$ cat src/rtl/img_pkg.sv
// Shared frame geometry defaults, coordinate widths and streamer FSM states.
package img_pkg;

  localparam int unsigned DEF_IMG_W = 5;
  localparam int unsigned DEF_IMG_H = 5;
  localparam int unsigned DEF_PXL_W = 8;

  // Number of qualifier bits stored beside each pixel: sof, eol, eof.
  localparam int unsigned FLAG_W = 3;

  function automatic int unsigned coord_w(input int unsigned n);
    return (n > 1) ? $clog2(n) : 1;
  endfunction

  localparam int unsigned DEF_X_W = coord_w(DEF_IMG_W);
  localparam int unsigned DEF_Y_W = coord_w(DEF_IMG_H);

  typedef enum logic [1:0] {
    ST_IDLE,
    ST_READ,
    ST_DRAIN
  } state_t;

endpackage

$ cat src/rtl/frame_out_streamer_if.sv
// Control, frame-buffer read and pixel-stream signals of frame_out_streamer.
interface frame_out_streamer_if
  import img_pkg::*;
#(
  parameter int unsigned IMG_W = DEF_IMG_W,
  parameter int unsigned IMG_H = DEF_IMG_H,
  parameter int unsigned PXL_W = DEF_PXL_W
);
  localparam int unsigned XW = coord_w(IMG_W);
  localparam int unsigned YW = coord_w(IMG_H);

  logic             start;
  logic             busy;
  logic             frame_done;
  logic             rd_en;
  logic [XW-1:0]    rd_x;
  logic [YW-1:0]    rd_y;
  logic [PXL_W-1:0] rd_data_pxl;
  logic             out_valid;
  logic             out_ready;
  logic [PXL_W-1:0] out_pxl;
  logic             out_sof;
  logic             out_eol;
  logic             out_eof;

  modport master (
    input  start, rd_data_pxl, out_ready,
    output busy, frame_done, rd_en, rd_x, rd_y,
           out_valid, out_pxl, out_sof, out_eol, out_eof
  );

  modport slave (
    output start, rd_data_pxl, out_ready,
    input  busy, frame_done, rd_en, rd_x, rd_y,
           out_valid, out_pxl, out_sof, out_eol, out_eof
  );

endinterface

$ cat src/rtl/pxl_fifo2.sv
// Two-entry FIFO holding a pixel plus its frame qualifiers; head is presented combinationally.
module pxl_fifo2 #(
  parameter int unsigned DW = 11
) (
  input  logic          clk,
  input  logic          rst_n,
  input  logic          push_i,
  input  logic          pop_i,
  input  logic [DW-1:0] data_i,
  output logic [DW-1:0] data_o,
  output logic          full_o,
  output logic          empty_o
);

  logic [DW-1:0] mem_q [2];
  logic          wr_ptr_q;
  logic          rd_ptr_q;
  logic [1:0]    cnt_q;
  logic          do_push;
  logic          do_pop;

  assign full_o  = (cnt_q == 2'd2);
  assign empty_o = (cnt_q == 2'd0);
  assign do_pop  = pop_i && !empty_o;
  // A push into a full FIFO is legal only when the head leaves in the same cycle.
  assign do_push = push_i && (!full_o || do_pop);
  assign data_o  = mem_q[rd_ptr_q];

  always_ff @(posedge clk or negedge rst_n) begin
    if (!rst_n) begin
      for (int unsigned i = 0; i < 2; i++) begin
        mem_q[i] <= '0;
      end
      wr_ptr_q <= 1'b0;
      rd_ptr_q <= 1'b0;
      cnt_q    <= '0;
    end else begin
      if (do_push) begin
        mem_q[wr_ptr_q] <= data_i;
        wr_ptr_q        <= ~wr_ptr_q;
      end
      if (do_pop) begin
        rd_ptr_q <= ~rd_ptr_q;
      end
      cnt_q <= cnt_q + {1'b0, do_push} - {1'b0, do_pop};
    end
  end

endmodule

$ cat src/rtl/frame_out_streamer.sv
// Reads one frame in raster order from a 1-cycle-latency buffer and streams it with sof/eol/eof.
module frame_out_streamer
  import img_pkg::*;
#(
  parameter int unsigned IMG_W = DEF_IMG_W,
  parameter int unsigned IMG_H = DEF_IMG_H,
  parameter int unsigned PXL_W = DEF_PXL_W
) (
  input  logic                 clk,
  input  logic                 rst_n,
  frame_out_streamer_if.master bus
);

  localparam int unsigned XW = coord_w(IMG_W);
  localparam int unsigned YW = coord_w(IMG_H);
  localparam int unsigned FW = PXL_W + FLAG_W;

  state_t          state_q, state_d;
  logic [XW-1:0]   x_q, x_d;
  logic [YW-1:0]   y_q, y_d;
  logic            done_q, done_d;
  logic            infl_q;
  logic            infl_sof_q, infl_eol_q, infl_eof_q;
  logic            rd_en_c;
  logic            pop;
  logic            last_x, last_pix;
  logic [1:0]      occ;
  logic [2:0]      need;
  logic            credit_ok;
  logic            fifo_full, fifo_empty;
  logic [FW-1:0]   fifo_din, fifo_dout;

  assign last_x   = (x_q == XW'(IMG_W - 1));
  assign last_pix = last_x && (y_q == YW'(IMG_H - 1));
  assign pop      = !fifo_empty && bus.out_ready;

  // Credit: stored + in-flight - leaving now must stay below the FIFO depth.
  assign occ       = fifo_full ? 2'd2 : (fifo_empty ? 2'd0 : 2'd1);
  assign need      = {1'b0, occ} + {2'b00, infl_q} - {2'b00, pop};
  assign credit_ok = (need < 3'd2);

  always_comb begin
    state_d = state_q;
    x_d     = x_q;
    y_d     = y_q;
    rd_en_c = 1'b0;
    done_d  = 1'b0;
    case (state_q)
      ST_IDLE: begin
        if (bus.start) state_d = ST_READ;
      end
      ST_READ: begin
        if (credit_ok) begin
          rd_en_c = 1'b1;
          if (last_x) begin
            x_d = '0;
            y_d = last_pix ? '0 : y_q + 1'b1;
          end else begin
            x_d = x_q + 1'b1;
          end
          if (last_pix) state_d = ST_DRAIN;
        end
      end
      ST_DRAIN: begin
        // Leave DRAIN one cycle after the eof handshake so a start beside frame_done is ignored.
        if (pop && fifo_dout[FW-1]) done_d = 1'b1;
        if (done_q) state_d = ST_IDLE;
      end
      default: state_d = ST_IDLE;
    endcase
  end

  always_ff @(posedge clk or negedge rst_n) begin
    if (!rst_n) begin
      state_q    <= ST_IDLE;
      x_q        <= '0;
      y_q        <= '0;
      done_q     <= 1'b0;
      infl_q     <= 1'b0;
      infl_sof_q <= 1'b0;
      infl_eol_q <= 1'b0;
      infl_eof_q <= 1'b0;
    end else begin
      state_q <= state_d;
      x_q     <= x_d;
      y_q     <= y_d;
      done_q  <= done_d;
      infl_q  <= rd_en_c;
      if (rd_en_c) begin
        infl_sof_q <= (x_q == '0) && (y_q == '0);
        infl_eol_q <= last_x;
        infl_eof_q <= last_pix;
      end
    end
  end

  assign fifo_din = {infl_eof_q, infl_eol_q, infl_sof_q, bus.rd_data_pxl};

  pxl_fifo2 #(
    .DW(FW)
  ) u_fifo (
    .clk    (clk),
    .rst_n  (rst_n),
    .push_i (infl_q),
    .pop_i  (pop),
    .data_i (fifo_din),
    .data_o (fifo_dout),
    .full_o (fifo_full),
    .empty_o(fifo_empty)
  );

  assign bus.busy       = (state_q != ST_IDLE);
  assign bus.frame_done = done_q;
  assign bus.rd_en      = rd_en_c;
  assign bus.rd_x       = x_q;
  assign bus.rd_y       = y_q;
  assign bus.out_valid  = !fifo_empty;
  assign bus.out_pxl    = fifo_dout[PXL_W-1:0];
  assign bus.out_sof    = fifo_dout[PXL_W];
  assign bus.out_eol    = fifo_dout[PXL_W+1];
  assign bus.out_eof    = fifo_dout[PXL_W+2];

endmodule
$ cat src/flat_wrapper.sv
// flat-port wrapper written by rule: the top's interface ports become plain ports
module frame_out_streamer_flat import img_pkg::*;
#(
  parameter int unsigned IMG_W = DEF_IMG_W,
  parameter int unsigned IMG_H = DEF_IMG_H,
  parameter int unsigned PXL_W = DEF_PXL_W
)
  (clk, rst_n, bus_start, bus_rd_data_pxl, bus_out_ready, bus_busy, bus_frame_done, bus_rd_en, bus_rd_x, bus_rd_y, bus_out_valid, bus_out_pxl, bus_out_sof, bus_out_eol, bus_out_eof);
  frame_out_streamer_if #(.IMG_W(IMG_W), .IMG_H(IMG_H), .PXL_W(PXL_W)) bus_i ();
  input  logic clk;
  input  logic rst_n;
  input wire logic [$bits(bus_i.start)-1:0] bus_start;
  input wire logic [$bits(bus_i.rd_data_pxl)-1:0] bus_rd_data_pxl;
  input wire logic [$bits(bus_i.out_ready)-1:0] bus_out_ready;
  output wire logic [$bits(bus_i.busy)-1:0] bus_busy;
  output wire logic [$bits(bus_i.frame_done)-1:0] bus_frame_done;
  output wire logic [$bits(bus_i.rd_en)-1:0] bus_rd_en;
  output wire logic [$bits(bus_i.rd_x)-1:0] bus_rd_x;
  output wire logic [$bits(bus_i.rd_y)-1:0] bus_rd_y;
  output wire logic [$bits(bus_i.out_valid)-1:0] bus_out_valid;
  output wire logic [$bits(bus_i.out_pxl)-1:0] bus_out_pxl;
  output wire logic [$bits(bus_i.out_sof)-1:0] bus_out_sof;
  output wire logic [$bits(bus_i.out_eol)-1:0] bus_out_eol;
  output wire logic [$bits(bus_i.out_eof)-1:0] bus_out_eof;
  assign bus_i.start = bus_start;
  assign bus_i.rd_data_pxl = bus_rd_data_pxl;
  assign bus_i.out_ready = bus_out_ready;
  assign bus_busy = bus_i.busy;
  assign bus_frame_done = bus_i.frame_done;
  assign bus_rd_en = bus_i.rd_en;
  assign bus_rd_x = bus_i.rd_x;
  assign bus_rd_y = bus_i.rd_y;
  assign bus_out_valid = bus_i.out_valid;
  assign bus_out_pxl = bus_i.out_pxl;
  assign bus_out_sof = bus_i.out_sof;
  assign bus_out_eol = bus_i.out_eol;
  assign bus_out_eof = bus_i.out_eof;
  frame_out_streamer #(.IMG_W(IMG_W), .IMG_H(IMG_H), .PXL_W(PXL_W)) u_core (.clk(clk), .rst_n(rst_n), .bus(bus_i));
endmodule
$ cat config.mk
export PLATFORM = sky130hd
export DESIGN_NAME = frame_out_streamer_flat
export DESIGN_NICKNAME = d
export VERILOG_FILES = /design/src/rtl/img_pkg.sv /design/src/rtl/frame_out_streamer_if.sv /design/src/rtl/pxl_fifo2.sv /design/src/rtl/frame_out_streamer.sv /design/src/flat_wrapper.sv
export SDC_FILE = /design/constraint.sdc
export NUM_CORES = 1
export LEC_CHECK = 0
export ABC_CLOCK_PERIOD_IN_PS = 4000
export BUFFER_PORTS_ARGS = -buffer_cell sky130_fd_sc_hd__buf_2
export CORE_UTILIZATION = 55
export CTS_CLUSTER_SIZE = 24
export DETAILED_ROUTE_END_ITERATION = 7
export HOLD_SLACK_MARGIN = 0.06
export PLACE_DENSITY = 0.81
export SYNTH_ARGS = -nofsm -noshare
export SYNTH_HDL_FRONTEND = slang
export SYNTH_SLANG_ARGS = --single-unit
export TNS_END_PERCENT = 10
$ cat constraint.sdc
create_clock -name clk -period 4 [get_ports clk]
set_clock_uncertainty 0.1 [all_clocks]
set_input_delay 0.8 -clock clk [delete_from_list [all_inputs] [get_ports clk]]
set_output_delay 0.8 -clock clk [all_outputs]
set_load 0.01 [all_outputs]
==> metrics.txt <==
status completed; data arrival time of the critical path 2580 ps; CP max FO 9; clock network power share 10.5%; gpl congestion 0.8186; mapped cell area 1829 µm²; DR WL met2 1594 µm; Final period util 87.11%; Fmax achieved 0.2870 GHz; Vert. Die Dim 59.67 µm; Routed Antenna Nets 0; CTS tree yes; CTS sink cnt 39; Critical Path RT 3100 ps; Critical Path Start u_core.u_fifo.cnt_q[1]; total inserted antenna cells 0; non-filler instance count after layout 219; HP Start u_core.bus.frame_done; Slew Limit Fails 0; Gate power share 49.0%; crit path capture type output port; post-route setup slack 515.7 ps; core box area 3103 µm²; CTS buffer count 5; IO buf count 32; Detail Placement HPWL 2296 µm; WL met3 129 µm; CTS clk-pin slew, worst paths 110 ps; clock latency on the worst-skew pair 340 ps; Fillers 249; post-synthesis area per instance 13.16 µm²; Nets 193; top routing layer in use met4; dpl cells 211; area grow syn2layout 13.47%; final setup TNS 0 ps; worst ir drop on vdd 0.3812 mV; R2R setup slack 1360 ps; routed len/inst 14.43 µm; sequential share of power 40.4%; hold bufs inserted after CTS 0; H-tree levels 2; pre-CTS WS 716.0 ps; Sw Pwr 0.0006672 W; HP Class flip-flop to flip-flop; overall routing resource usage 20.43%; kind of critical path flip-flop to output port; final hold vios 0; FF-to-FF Start u_core.u_fifo.cnt_q[1]; slew of the pin with the lowest slew margin 1127 ps; setup bufs post-CTS 0; Routed WL 3160 µm; crit path cell chain or2_2 -> nand2_1 -> inv_1 -> ha_1 -> nor2b_1 -> or3_1 -> a21boi_4 -> buf_2; die width 59.67 µm; Clock Tree Buf Depth 2; via count 1168; Root Driver clkbuf_4; crit-path max cell delay 440 ps; worst rel slew slack 24.55%; post-cts sizing count 0; Mapped Cells 139; drc violations 0; DR vias/cell 5.333; antenna violations before repair 0; vias in the first global route 1164; num rows 20; syn_nets 158; Ys Warns 0; drt pass-1 iters 4; global route total overflow 0; Internal 0.001117 W; share of cells above drive strength 1 46.29%; Setup crit start kind flip-flop; largest net degree at the start of global routing 40; RSZ-0062 raised after global routing false; number of max-cap violations 0; io pins 33; crit path max-delay cell type dfrtp_1; synthesized flop and latch total 39; met1 wire length 1368 µm; Die ar. 3561 µm²; final setup violation count 0; Netlist cell types 28; min Tclk post-route 3484 ps; drt initial violations 18; first-pass GRT wire length 5112 µm; Sw Share 37.39%; LEAKAGE 1.012 nW; most frequent cells in the layout 39 x mux2_2, 39 x dfrtp_1, 32 x buf_2; sequential-to-total area share from yosys stat 53.35%; pwr dens 859.6 nW/µm²; Starting Density 58.95%
## final timing paths
| kind | end | depth (start not counted) |
|---|---|---|
| max in group asynchronous | u_core.infl_eol_q | 1 |
| min reg2reg | u_core.state_q[1] | 1 |
| max | bus_rd_en | 8 |
| max reg2reg | u_core.infl_eol_q | 8 |
| min | u_core.state_q[1] | 1 |
| min in group asynchronous | u_core.state_q[0] | 1 |
## power groups by stage
stage / registers (W) / logic, W / clock network [W]
final: 0.000722 / 0.000875 / 0.000188
after global routing: 0.000748 / 0.000963 / 0.000215
after CTS: 0.000722 / 0.000893 / 0.000194
after detailed placement: 0.000731 / 0.000888 / 0
after global placement: 0.000709 / 0.000843 / 0
after floorplan: 0.000688 / 0.000665 / 0
## stage by stage
step                utilization [%]  hold slack, ps  power [W]  cell area, µm²
floorplan                         -           368.4   0.001353            1829
global placement              65.28           351.4   0.001551            2026
detailed placement            65.28           352.2   0.001619            2026
CTS                           66.90           367.2   0.001808            2076
global route                  66.90           385.8   0.001926            2076
finish                        66.90           365.9   0.001784            2076
## critical path, delay by kind of cell, from the launching register on
kind            cells  cell delay [ps]
compound gates      1              320
fa+ha+maj           1              280
buf+inv             2              270
flops               1              440
simple gates        4              930
## sequential cells by signal, summed over array words and instances, names as in the netlist
register and count:
u_core.u_fifo.mem_q 22, u_core.infl_q 1, u_core.state_q 2, u_core.bus.rd_x 3
u_core.infl_eol_q 1, u_core.u_fifo.cnt_q 2, u_core.u_fifo.wr_ptr_q 1, u_core.bus.frame_done 1
u_core.u_fifo.rd_ptr_q 1, u_core.infl_eof_q 1, u_core.infl_sof_q 1, u_core.bus.rd_y 3
## cell families after synthesis
logic type                 after synthesis  synth area share [%]
buffers and inverters                   13                 2.872
DFF                                     39                 53.35
xor gates and xnor gates                 4                 1.915
AOI/OAI and AO/OA                       14                 6.224
muxes                                   40                 24.56
and+or+nand+nor                         22                 6.293
adders and majority gates                7                 4.788
## layout make-up
cell class,count,area (µm²),share of cell area (%)
repair buffers,32,160.2,7.716
well taps,44,55.05,2.652
clock buffers,7,45.04,2.170
flip-flops and latches,39,975.9,47.02
inverters,9,33.78,1.627
multi-input cells,87,800.8,38.58
clock inverters,1,5.005,0.2411
## cell usage after synthesis
cell	count	area share, %
and2_1	1	0.34
a2111oi_2	1	0.82
a21boi_4	1	1.0
nor3_1	1	0.27
nor2_1	3	0.62
inv_1	9	1.8
o21ai_1	2	0.55
buf_1	1	0.21
or2_2	2	0.68
nor2b_1	4	1.4
buf_2	3	0.82
mux2i_1	1	0.55
dfrtp_1	39	53
nor3b_1	1	0.41
o2bb2ai_1	2	0.96
mux2_2	39	24
xnor2_1	4	1.9
nand2b_1	2	0.68
ha_1	7	4.8
a311oi_1	1	0.48
o211ai_1	1	0.41
o21a_1	1	0.41
and3_1	1	0.34
a2bb2oi_1	1	0.48
nand2_1	6	1.2
a21oi_1	3	0.82
o21ai_0	1	0.27
or3_1	1	0.34
## routing by layer
layer	vias to the layer above	global-route usage, %
met5	-	0
met4	0	11.30
met3	7	5.195
met2	21	33.17
met1	585	24.82
li1	555	-
Power figures use the tool's default switching activity.
